[config.mk]
export PLATFORM = sky130hd
export DESIGN_NAME = fetch_stage_flat
export DESIGN_NICKNAME = d
export VERILOG_FILES = /design/src/rtl/fetch_if.sv /design/src/rtl/fetch_stage.sv /design/src/flat_wrapper.sv
export SDC_FILE = /design/constraint.sdc
export NUM_CORES = 1
export LEC_CHECK = 0
export ABC_AREA = 1
export CORE_ASPECT_RATIO = 1.1
export CORE_MARGIN = 2
export CORE_UTILIZATION = 40
export DETAILED_ROUTE_END_ITERATION = 8
export GPL_TIMING_DRIVEN = 1
export PLACE_DENSITY_LB_ADDON = 0.1
export SETUP_SLACK_MARGIN = 0.4
export SKIP_LAST_GASP = 1
export SYNTH_ARGS = -nofsm -noshare
export SYNTH_HDL_FRONTEND = slang
export SYNTH_SLANG_ARGS = --single-unit
[constraint.sdc]
create_clock -name clk -period 5.6 [get_ports clk]
set_clock_uncertainty 0.15 [all_clocks]
set_input_delay 0.84 -clock clk [delete_from_list [all_inputs] [get_ports clk]]
set_output_delay 0.84 -clock clk [all_outputs]
set_load 0.02 [all_outputs]
[src/rtl/fetch_if.sv]
// fetch_if: ROM, redirect and IF/ID signals between the fetch stage and its surroundings
interface fetch_if #(
    parameter int WIDTH = 32
);
    logic [WIDTH-1:0] instr_addr;
    logic [WIDTH-1:0] instr_rd;
    logic             id_stall;
    logic             redirect_en;
    logic [WIDTH-1:0] target_base;
    logic [WIDTH-1:0] target_offset;
    logic             target_clr_lsb;
    logic [WIDTH-1:0] id_instr;
    logic [WIDTH-1:0] id_pc;
    logic [WIDTH-1:0] id_pc_plus4;
    logic             id_valid;
    logic             halted;
    logic             fault;
    logic [WIDTH-1:0] fault_pc;
    modport master (
        output instr_addr, id_instr, id_pc, id_pc_plus4, id_valid, halted, fault, fault_pc,
        input  instr_rd, id_stall, redirect_en, target_base, target_offset, target_clr_lsb
    );
    modport slave (
        input  instr_addr, id_instr, id_pc, id_pc_plus4, id_valid, halted, fault, fault_pc,
        output instr_rd, id_stall, redirect_en, target_base, target_offset, target_clr_lsb
    );
endinterface

[src/rtl/fetch_stage.sv]
// fetch_stage: RV32I instruction fetch with PC, IF/ID register, redirect/flush, stall, EBREAK halt and misaligned fault
module fetch_stage #(
    parameter int               WIDTH    = 32,
    parameter logic [WIDTH-1:0] RESET_PC = '0
) (
    input logic     clk,
    input logic     rst,
    fetch_if.master f
);
    localparam logic [WIDTH-1:0] NOP    = WIDTH'(32'h0000_0013);
    localparam logic [WIDTH-1:0] EBREAK = WIDTH'(32'h0010_0073);
    typedef enum logic [1:0] {BOOT, RUN, HALT, FAULT} state_t;
    state_t           state_q, state_d;
    logic [WIDTH-1:0] pc_q, pc_d, instr_q, instr_d, id_pc_q, id_pc_d, id_pc4_q, id_pc4_d;
    logic [WIDTH-1:0] fault_pc_q, fault_pc_d, sum, target;
    logic             valid_q, valid_d;
    assign sum    = f.target_base + f.target_offset;
    assign target = {sum[WIDTH-1:1], sum[0] & ~f.target_clr_lsb};
    always_comb begin
        state_d    = state_q;
        pc_d       = pc_q;
        instr_d    = instr_q;
        id_pc_d    = id_pc_q;
        id_pc4_d   = id_pc4_q;
        valid_d    = valid_q;
        fault_pc_d = fault_pc_q;
        case (state_q)
            BOOT: state_d = RUN;
            RUN, HALT: begin
                if (f.redirect_en) begin
                    valid_d = 1'b0;
                    instr_d = NOP;
                    state_d = (target[1:0] == 2'b00) ? RUN : FAULT;
                    pc_d    = (target[1:0] == 2'b00) ? target : pc_q;
                    fault_pc_d = (target[1:0] == 2'b00) ? fault_pc_q : target;
                end else if (!f.id_stall && state_q == RUN) begin
                    instr_d  = f.instr_rd;
                    id_pc_d  = pc_q;
                    id_pc4_d = pc_q + WIDTH'(4);
                    valid_d  = 1'b1;
                    state_d  = (f.instr_rd == EBREAK) ? HALT : RUN;
                    pc_d     = (f.instr_rd == EBREAK) ? pc_q : pc_q + WIDTH'(4);
                end else if (!f.id_stall) begin
                    valid_d = 1'b0;
                    instr_d = NOP;
                end
            end
            default: valid_d = 1'b0;
        endcase
    end
    always_ff @(posedge clk) begin
        if (rst) begin
            state_q    <= BOOT;
            pc_q       <= RESET_PC;
            instr_q    <= NOP;
            id_pc_q    <= '0;
            id_pc4_q   <= '0;
            valid_q    <= 1'b0;
            fault_pc_q <= '0;
        end else begin
            state_q    <= state_d;
            pc_q       <= pc_d;
            instr_q    <= instr_d;
            id_pc_q    <= id_pc_d;
            id_pc4_q   <= id_pc4_d;
            valid_q    <= valid_d;
            fault_pc_q <= fault_pc_d;
        end
    end
    assign f.instr_addr  = pc_q;
    assign f.id_instr    = instr_q;
    assign f.id_pc       = id_pc_q;
    assign f.id_pc_plus4 = id_pc4_q;
    assign f.id_valid    = valid_q;
    assign f.halted      = (state_q == HALT);
    assign f.fault       = (state_q == FAULT);
    assign f.fault_pc    = fault_pc_q;
endmodule

[src/flat_wrapper.sv]
// flat-port wrapper written by rule: the top's interface ports become plain ports
module fetch_stage_flat 
#(
    parameter int               WIDTH    = 32,
    parameter logic [WIDTH-1:0] RESET_PC = '0
)
  (clk, rst, f_instr_addr, f_id_instr, f_id_pc, f_id_pc_plus4, f_id_valid, f_halted, f_fault, f_fault_pc, f_instr_rd, f_id_stall, f_redirect_en, f_target_base, f_target_offset, f_target_clr_lsb);
  fetch_if #(.WIDTH(WIDTH)) f_i ();
  input logic clk;
  input logic rst;
  output wire logic [$bits(f_i.instr_addr)-1:0] f_instr_addr;
  output wire logic [$bits(f_i.id_instr)-1:0] f_id_instr;
  output wire logic [$bits(f_i.id_pc)-1:0] f_id_pc;
  output wire logic [$bits(f_i.id_pc_plus4)-1:0] f_id_pc_plus4;
  output wire logic [$bits(f_i.id_valid)-1:0] f_id_valid;
  output wire logic [$bits(f_i.halted)-1:0] f_halted;
  output wire logic [$bits(f_i.fault)-1:0] f_fault;
  output wire logic [$bits(f_i.fault_pc)-1:0] f_fault_pc;
  input wire logic [$bits(f_i.instr_rd)-1:0] f_instr_rd;
  input wire logic [$bits(f_i.id_stall)-1:0] f_id_stall;
  input wire logic [$bits(f_i.redirect_en)-1:0] f_redirect_en;
  input wire logic [$bits(f_i.target_base)-1:0] f_target_base;
  input wire logic [$bits(f_i.target_offset)-1:0] f_target_offset;
  input wire logic [$bits(f_i.target_clr_lsb)-1:0] f_target_clr_lsb;
  assign f_instr_addr = f_i.instr_addr;
  assign f_id_instr = f_i.id_instr;
  assign f_id_pc = f_i.id_pc;
  assign f_id_pc_plus4 = f_i.id_pc_plus4;
  assign f_id_valid = f_i.id_valid;
  assign f_halted = f_i.halted;
  assign f_fault = f_i.fault;
  assign f_fault_pc = f_i.fault_pc;
  assign f_i.instr_rd = f_instr_rd;
  assign f_i.id_stall = f_id_stall;
  assign f_i.redirect_en = f_redirect_en;
  assign f_i.target_base = f_target_base;
  assign f_i.target_offset = f_target_offset;
  assign f_i.target_clr_lsb = f_target_clr_lsb;
  fetch_stage #(.WIDTH(WIDTH), .RESET_PC(RESET_PC)) u_core (.clk(clk), .rst(rst), .f(f_i));
endmodule
### Word level (Yosys, flattened, before mapping)

Index checks and enable logic that the tools add are counted.

* bits in registers: 163
* bits in latches: 0
* memory bits (writable): 0
* ROM bits: 0
* bits of input ports: 101
* output and inout port bits: 163
* logic and storage cells: 52
* memories: 0

* $add $sub $neg: 2
* multiply operators: 0
* divide/modulo/power cells: 0
* $lt $le $gt $ge: 0
* equality and inequality tests: 9
* shift operators: 0
* multiplexer cells: 16
* bitwise gates (word level): 5
* reduce and logical (&&, ||, !) cells: 13

Operator list (count)
* two-way mux 32 bit: 7
* adder 32 x 3 -> 32 bit, second input constant: 1
* adder 32 bit: 1
* equality test 32 x 21 -> 1 bit, second input constant: 1
* two-way mux 2 bit: 4
* AND reduction 2 bit: 3
* AND reduction 3 bit: 2
* equality test 2 bit, second input constant: 2
* logical NOT 2 bit: 2
* != test 4 x 3 -> 1 bit, second input constant: 1
* inverter 1 bit: 4
* one-hot mux 2 bit (2 select lines): 1
* AND reduction 4 bit: 1
* nonzero test 2 bit: 2
* two-way mux 1 bit: 3
* != test 3 x 1 -> 1 bit, second input constant: 1
* != test 3 x 2 -> 1 bit, second input constant: 1
* equality test 2 x 1 -> 1 bit, second input constant: 1
* != test 2 x 1 -> 1 bit, second input constant: 1
* != test 2 bit, second input constant: 1
* one-hot mux 1 bit (2 select lines): 1
* OR reduction 2 bit: 1
* AND 1 bit: 1
* logical AND 1 bit: 1
* logical NOT 1 bit: 1

### Depth between registers and ports, before layout

* word-level depth: 6
* mapped depth: 17
* gate-level depth less buffers: 17

### Worst setup path after synthesis

OpenSTA, ideal clock, no wires.

* path type: input-to-reg
* from: input port f_target_offset[0]
* to: register u_core.pc_q[9], in the netlist u_core.f.instr_addr[9]
* library setup time: 109 ps
* arrival: 2461 ps
* data required time: 5341 ps
* path slack: 2880 ps
* cell stages on the path: 13
* path buffers: 1
* path through: ha_1 > inv_1 > fa_1 > inv_1 > a21oi_1 > nand3_1 > nand2_1 > inv_1 > nor2_1 > buf_2 > o211ai_1 > nand2_1 > inv_1

* word-level cells in the longest chain between the ends: 5
* elaborated cells between the ends (all ways): 7
* classes of those cells: 1 x add/sub; 1 x eq/ne; 2 x mux; 1 x bitwise; 2 x reduce/logical

Ends and longest elaborated chain
* from (decl): RTL line flat_wrapper.sv:23 `input wire logic [$bits(f_i.target_offset)-1:0] f_target_offset;`
* adder 32 bit (*): RTL line fetch_stage.sv:17 `assign sum = f.target_base + f.target_offset;`
* AND 1 bit: RTL line fetch_stage.sv:18 `assign target = {sum[WIDTH-1:1], sum[0] & ~f.target_clr_lsb};`
* logical NOT 2 bit: RTL line fetch_stage.sv:34 `pc_d = (target[1:0] == 2'b00) ? target : pc_q;`
* != test 2 x 1 -> 1 bit (no line)
* AND reduction 4 bit (no line)
* to (signal assigned): RTL line fetch_stage.sv:62 `pc_q <= pc_d;`
* to (decl): RTL line fetch_stage.sv:14 `logic [WIDTH-1:0] pc_q, pc_d, instr_q, instr_d, id_pc_q, id_pc_d, id_pc4_q, id_pc4_d;`

Every way passes the cells marked *; elsewhere a longest branch is shown, timed or not. The select of a mux whose other input is x is not followed.
A chain may end at the register's enable or synchronous reset.

### Worst setup path after layout

* from: input port f_target_offset[0]
* to: register u_core.pc_q[16], in the netlist u_core.f.instr_addr[16]

The elaborated chain is that of the path after synthesis.

==> qor.yml <==
global_routing:
  grt_pass1_vias: 9163
  grt_max_degree: 104
  grt_pass1_wl_mm: 48.8
  track_usage: 0.252
  grt_overflow: 0
  antenna_found_initial: 1
job:
  max_cap_violations: 0
routing:
  routed_wl_mm: 31.7
  postRouteAntennaNets: 0
  wl_per_cell_um: 15.8
  via_per_inst: 4.93
  drt_iter0_drc: 552
  drc: 0
  dr.pass1.iters: 5
  vias: 9904
timing:
  fin_crit_ns: 3.72
  slew_violations: 0
  hold-worst-slack_ns: 0.318
  fin_tns_setup_ns: 0
  max_freq_mhz: 268
  timing.final.ws_setup_ns: 1.88
  tightest_slew_ns: 1.09
  finalSetupViolations: 0
  finalHoldViolations: 0
  rsz0062_at_grt: "false"
  maxSlewHeadroom: 0.274
  post-route-period-util: 0.665
clock_tree:
  cts_buffer_depth: 2
  cts-root-buf: "clkbuf_16"
  ctsResizeCount: 0
  ctsHoldBuffers: 0
  cts_tree: "yes"
  cts.clk_slew.worst_paths_ns: 0.08
  cts_buffers: 17
  postCtsSetupBuffers: 0
  htree_levels: 4
  clk_latency_ns: 0.43
  clock-sinks: 161
floorplan:
  rows: 58
  die_h_um: 165
  coreArea_sq_um: 23000
  ios: 264
  initial_core_util: 0.409
  die_area_sq_um: 24800
  die_w_um: 150
finish:
  fillers: 2358
  multi_input_area_sq_um: 5080
  post-route-util: 0.557
  drive_above_1_share: 0.0410
  fin_cells: 2008
  antenna_cells: 0
  area.sequential_sq_um: 3220
  area_growth_pct: 36.2
  layout.nets: 1834
min_path:
  hold_class: "reg -> reg"
synth:
  yosysWarnings: 0
  ys_seq_area_frac: 0.342
  syn_area_sq_um: 9410
  synth.distinct_cells: 38
  synth_area_leader_cell: "dfxtp_1"
  synth_area_leaders: "dfxtp_1 (34%), nand2_1 (14%), inv_1 (9.0%), nor2_1 (7.8%), a21oi_1 (6.3%)"
  yosysTopAreaCellShare: 0.342
  syn-num-nets: 1605
  ys_seq_elements: 161
  synth_cells: 1466
  syn_area_per_cell_sq_um: 6.42
power:
  switching_share: 0.363
  p_per_area_nw_per_um2: 299
  p_int_w: 0.00244
  vdd_ir_drop_max_mv: 0.184
  power_switching_w: 0.00139
  combPwrFrac: 0.318
  power_leakage_nw: 6.05
  power_frac_clock: 0.317
  seqPwrFrac: 0.365
worst_setup_path:
  critPathArrivalTime_ns: 3.88
  slowest_delay_ns: 0.64
  crit_type: "in -> reg"
  cp_cell_sequence: "clkdlybuf4s50_1, ha_1, inv_1, fa_1, inv_1, a21oi_1, nand3_1, nand2_1, nand2_1, a21oi_1, a21oi_1"
  worstSetupStartpointType: "primary input"
  cp_common_cell: "a21oi_1"
  critPathCaptureType: "register"
  required_ns: 5.75
  crit_fanout: 30
  slowest_stage: "nand2_1"
placed_design:
  dp.cells: 1976
  dp_slack_ns: 1.48
  place_hpwl_mm: 24.5
  io_buffers: 263
  routabilityCongestion: 0.889
outcome:
  outcome: "complete, no violations"
==> per-layer routing <==
metal | GRT usage | vias to the layer above | wire length [um]
li1 | - | 5068 | -
met1 | 0.342 | 4523 | 14500
met2 | 0.418 | 277 | 15100
met3 | 0.0362 | 34 | 1540
met4 | 0.0635 | 2 | 523
met5 | 0 | - | 13
==> cell usage after synthesis <==
| cell | n |
|---|---|
| nand2_1 | 349 |
| nor2_8 | 1 |
| nand2_4 | 3 |
| and2_1 | 1 |
| fa_1 | 1 |
| dfxtp_1 | 161 |
| buf_4 | 4 |
| nor2_1 | 195 |
| and3b_1 | 1 |
| nand4_1 | 11 |
| nor2_4 | 2 |
| ha_1 | 37 |
| nand3b_1 | 1 |
| nand3_1 | 63 |
| clkbuf_1 | 33 |
| nor3_2 | 9 |
| buf_1 | 1 |
| a21o_1 | 3 |
| nand3_2 | 2 |
| xor2_1 | 29 |
| or2_2 | 2 |
| nor2_2 | 5 |
| nor4_1 | 1 |
| xor2_2 | 1 |
| nor3b_1 | 1 |
| xnor2_1 | 11 |
| o21ai_1 | 11 |
| inv_1 | 225 |
| nor3_1 | 14 |
| o22ai_1 | 3 |
| inv_2 | 4 |
| o211ai_1 | 18 |
| o21ai_0 | 117 |
| a21oi_1 | 118 |
| or2_0 | 1 |
| buf_2 | 22 |
| and3_1 | 1 |
| o21bai_1 | 4 |
==> power by group through the flow <==
| stage | Clock (W) | Sequential [W] | Combinational (W) |
|---|---|---|---|
| after floorplan | 0 | 0.00153 | 0.000566 |
| final | 0.00121 | 0.00140 | 0.00122 |
| after global placement | 0 | 0.00142 | 0.00121 |
| after global routing | 0.00128 | 0.00141 | 0.00134 |
| after detailed placement | 0 | 0.00142 | 0.00121 |
| after CTS | 0.00123 | 0.00140 | 0.00122 |
==> registers in the layout, indices dropped and copies added (netlist names) <==
name and flops:
u_core.f.id_pc_plus4 32, u_core.f.id_valid 1, u_core.f.fault_pc 32, u_core.f.id_instr 32
u_core.state_q 2, u_core.f.instr_addr 32, u_core.f.id_pc 30
==> layout by cell type (no fill, tap or decap), drive strengths merged, types with 2 or more instances in the layout <==
cell and n:
a21o 3, a21oi 118, buf 8, bufinv 2, clkbuf 19, clkdlybuf4s50 262
clkinv 3, dfxtp 161, ha 37, inv 237, nand2 352, nand3 65
nand4 11, nor2 203, nor3 23, o211ai 18, o21ai 128, o21bai 4
o22ai 3, or2 3, xnor2 11, xor2 30
==> path summary, 6_finish.rpt <==
check / from / endpoint / slack, ns / cells after the start
worst max-delay path: f_target_offset[0] / u_core.f.instr_addr[16] / 1.88 / 11
worst max register to register: u_core.state_q[0] / u_core.f.instr_addr[16] / 1.93 / 11
worst min register to register: u_core.f.fault_pc[1] / u_core.f.fault_pc[1] / 0.32 / 2
worst min-delay path: u_core.f.fault_pc[1] / u_core.f.fault_pc[1] / 0.32 / 2
==> layout make-up <==
cell class,count,area share
Multi-Input combinational cell,1016,0.396
Tap cell,300,0.0293
Clock buffer,19,0.0345
Clock inverter,13,0.0128
Inverter,229,0.0670
Timing Repair Buffer,270,0.209
Sequential cell,161,0.251
==> worst max-delay path: cells and delay by family <==
family	cells	cell delay [ns]
and+or+nand+nor	3	1.00
AOI/OAI and AO/OA	3	0.84
adders and majority gates	2	0.64
buffers and inverters	3	0.56
==> per-stage QoR <==
stage                     cell area [sq um]  power, W
after floorplan                        9410   0.00209
after global placement                12200   0.00263
after detailed placement              12200   0.00263
after CTS                             12800   0.00385
after global routing                  12800   0.00403
final                                 12800   0.00383
==> cells by family after synthesis <==
| logic type | count (synthesis) | synth area share |
|---|---|---|
| AND/OR/NAND/NOR | 663 | 0.295 |
| adder cells (fa/ha/maj) | 38 | 0.0513 |
| XOR/XNOR | 41 | 0.0389 |
| buffers and inverters | 289 | 0.120 |
| flip-flops | 161 | 0.342 |
| AO/OA/AOI/OAI | 274 | 0.153 |
(Power assumes the default switching activity.)
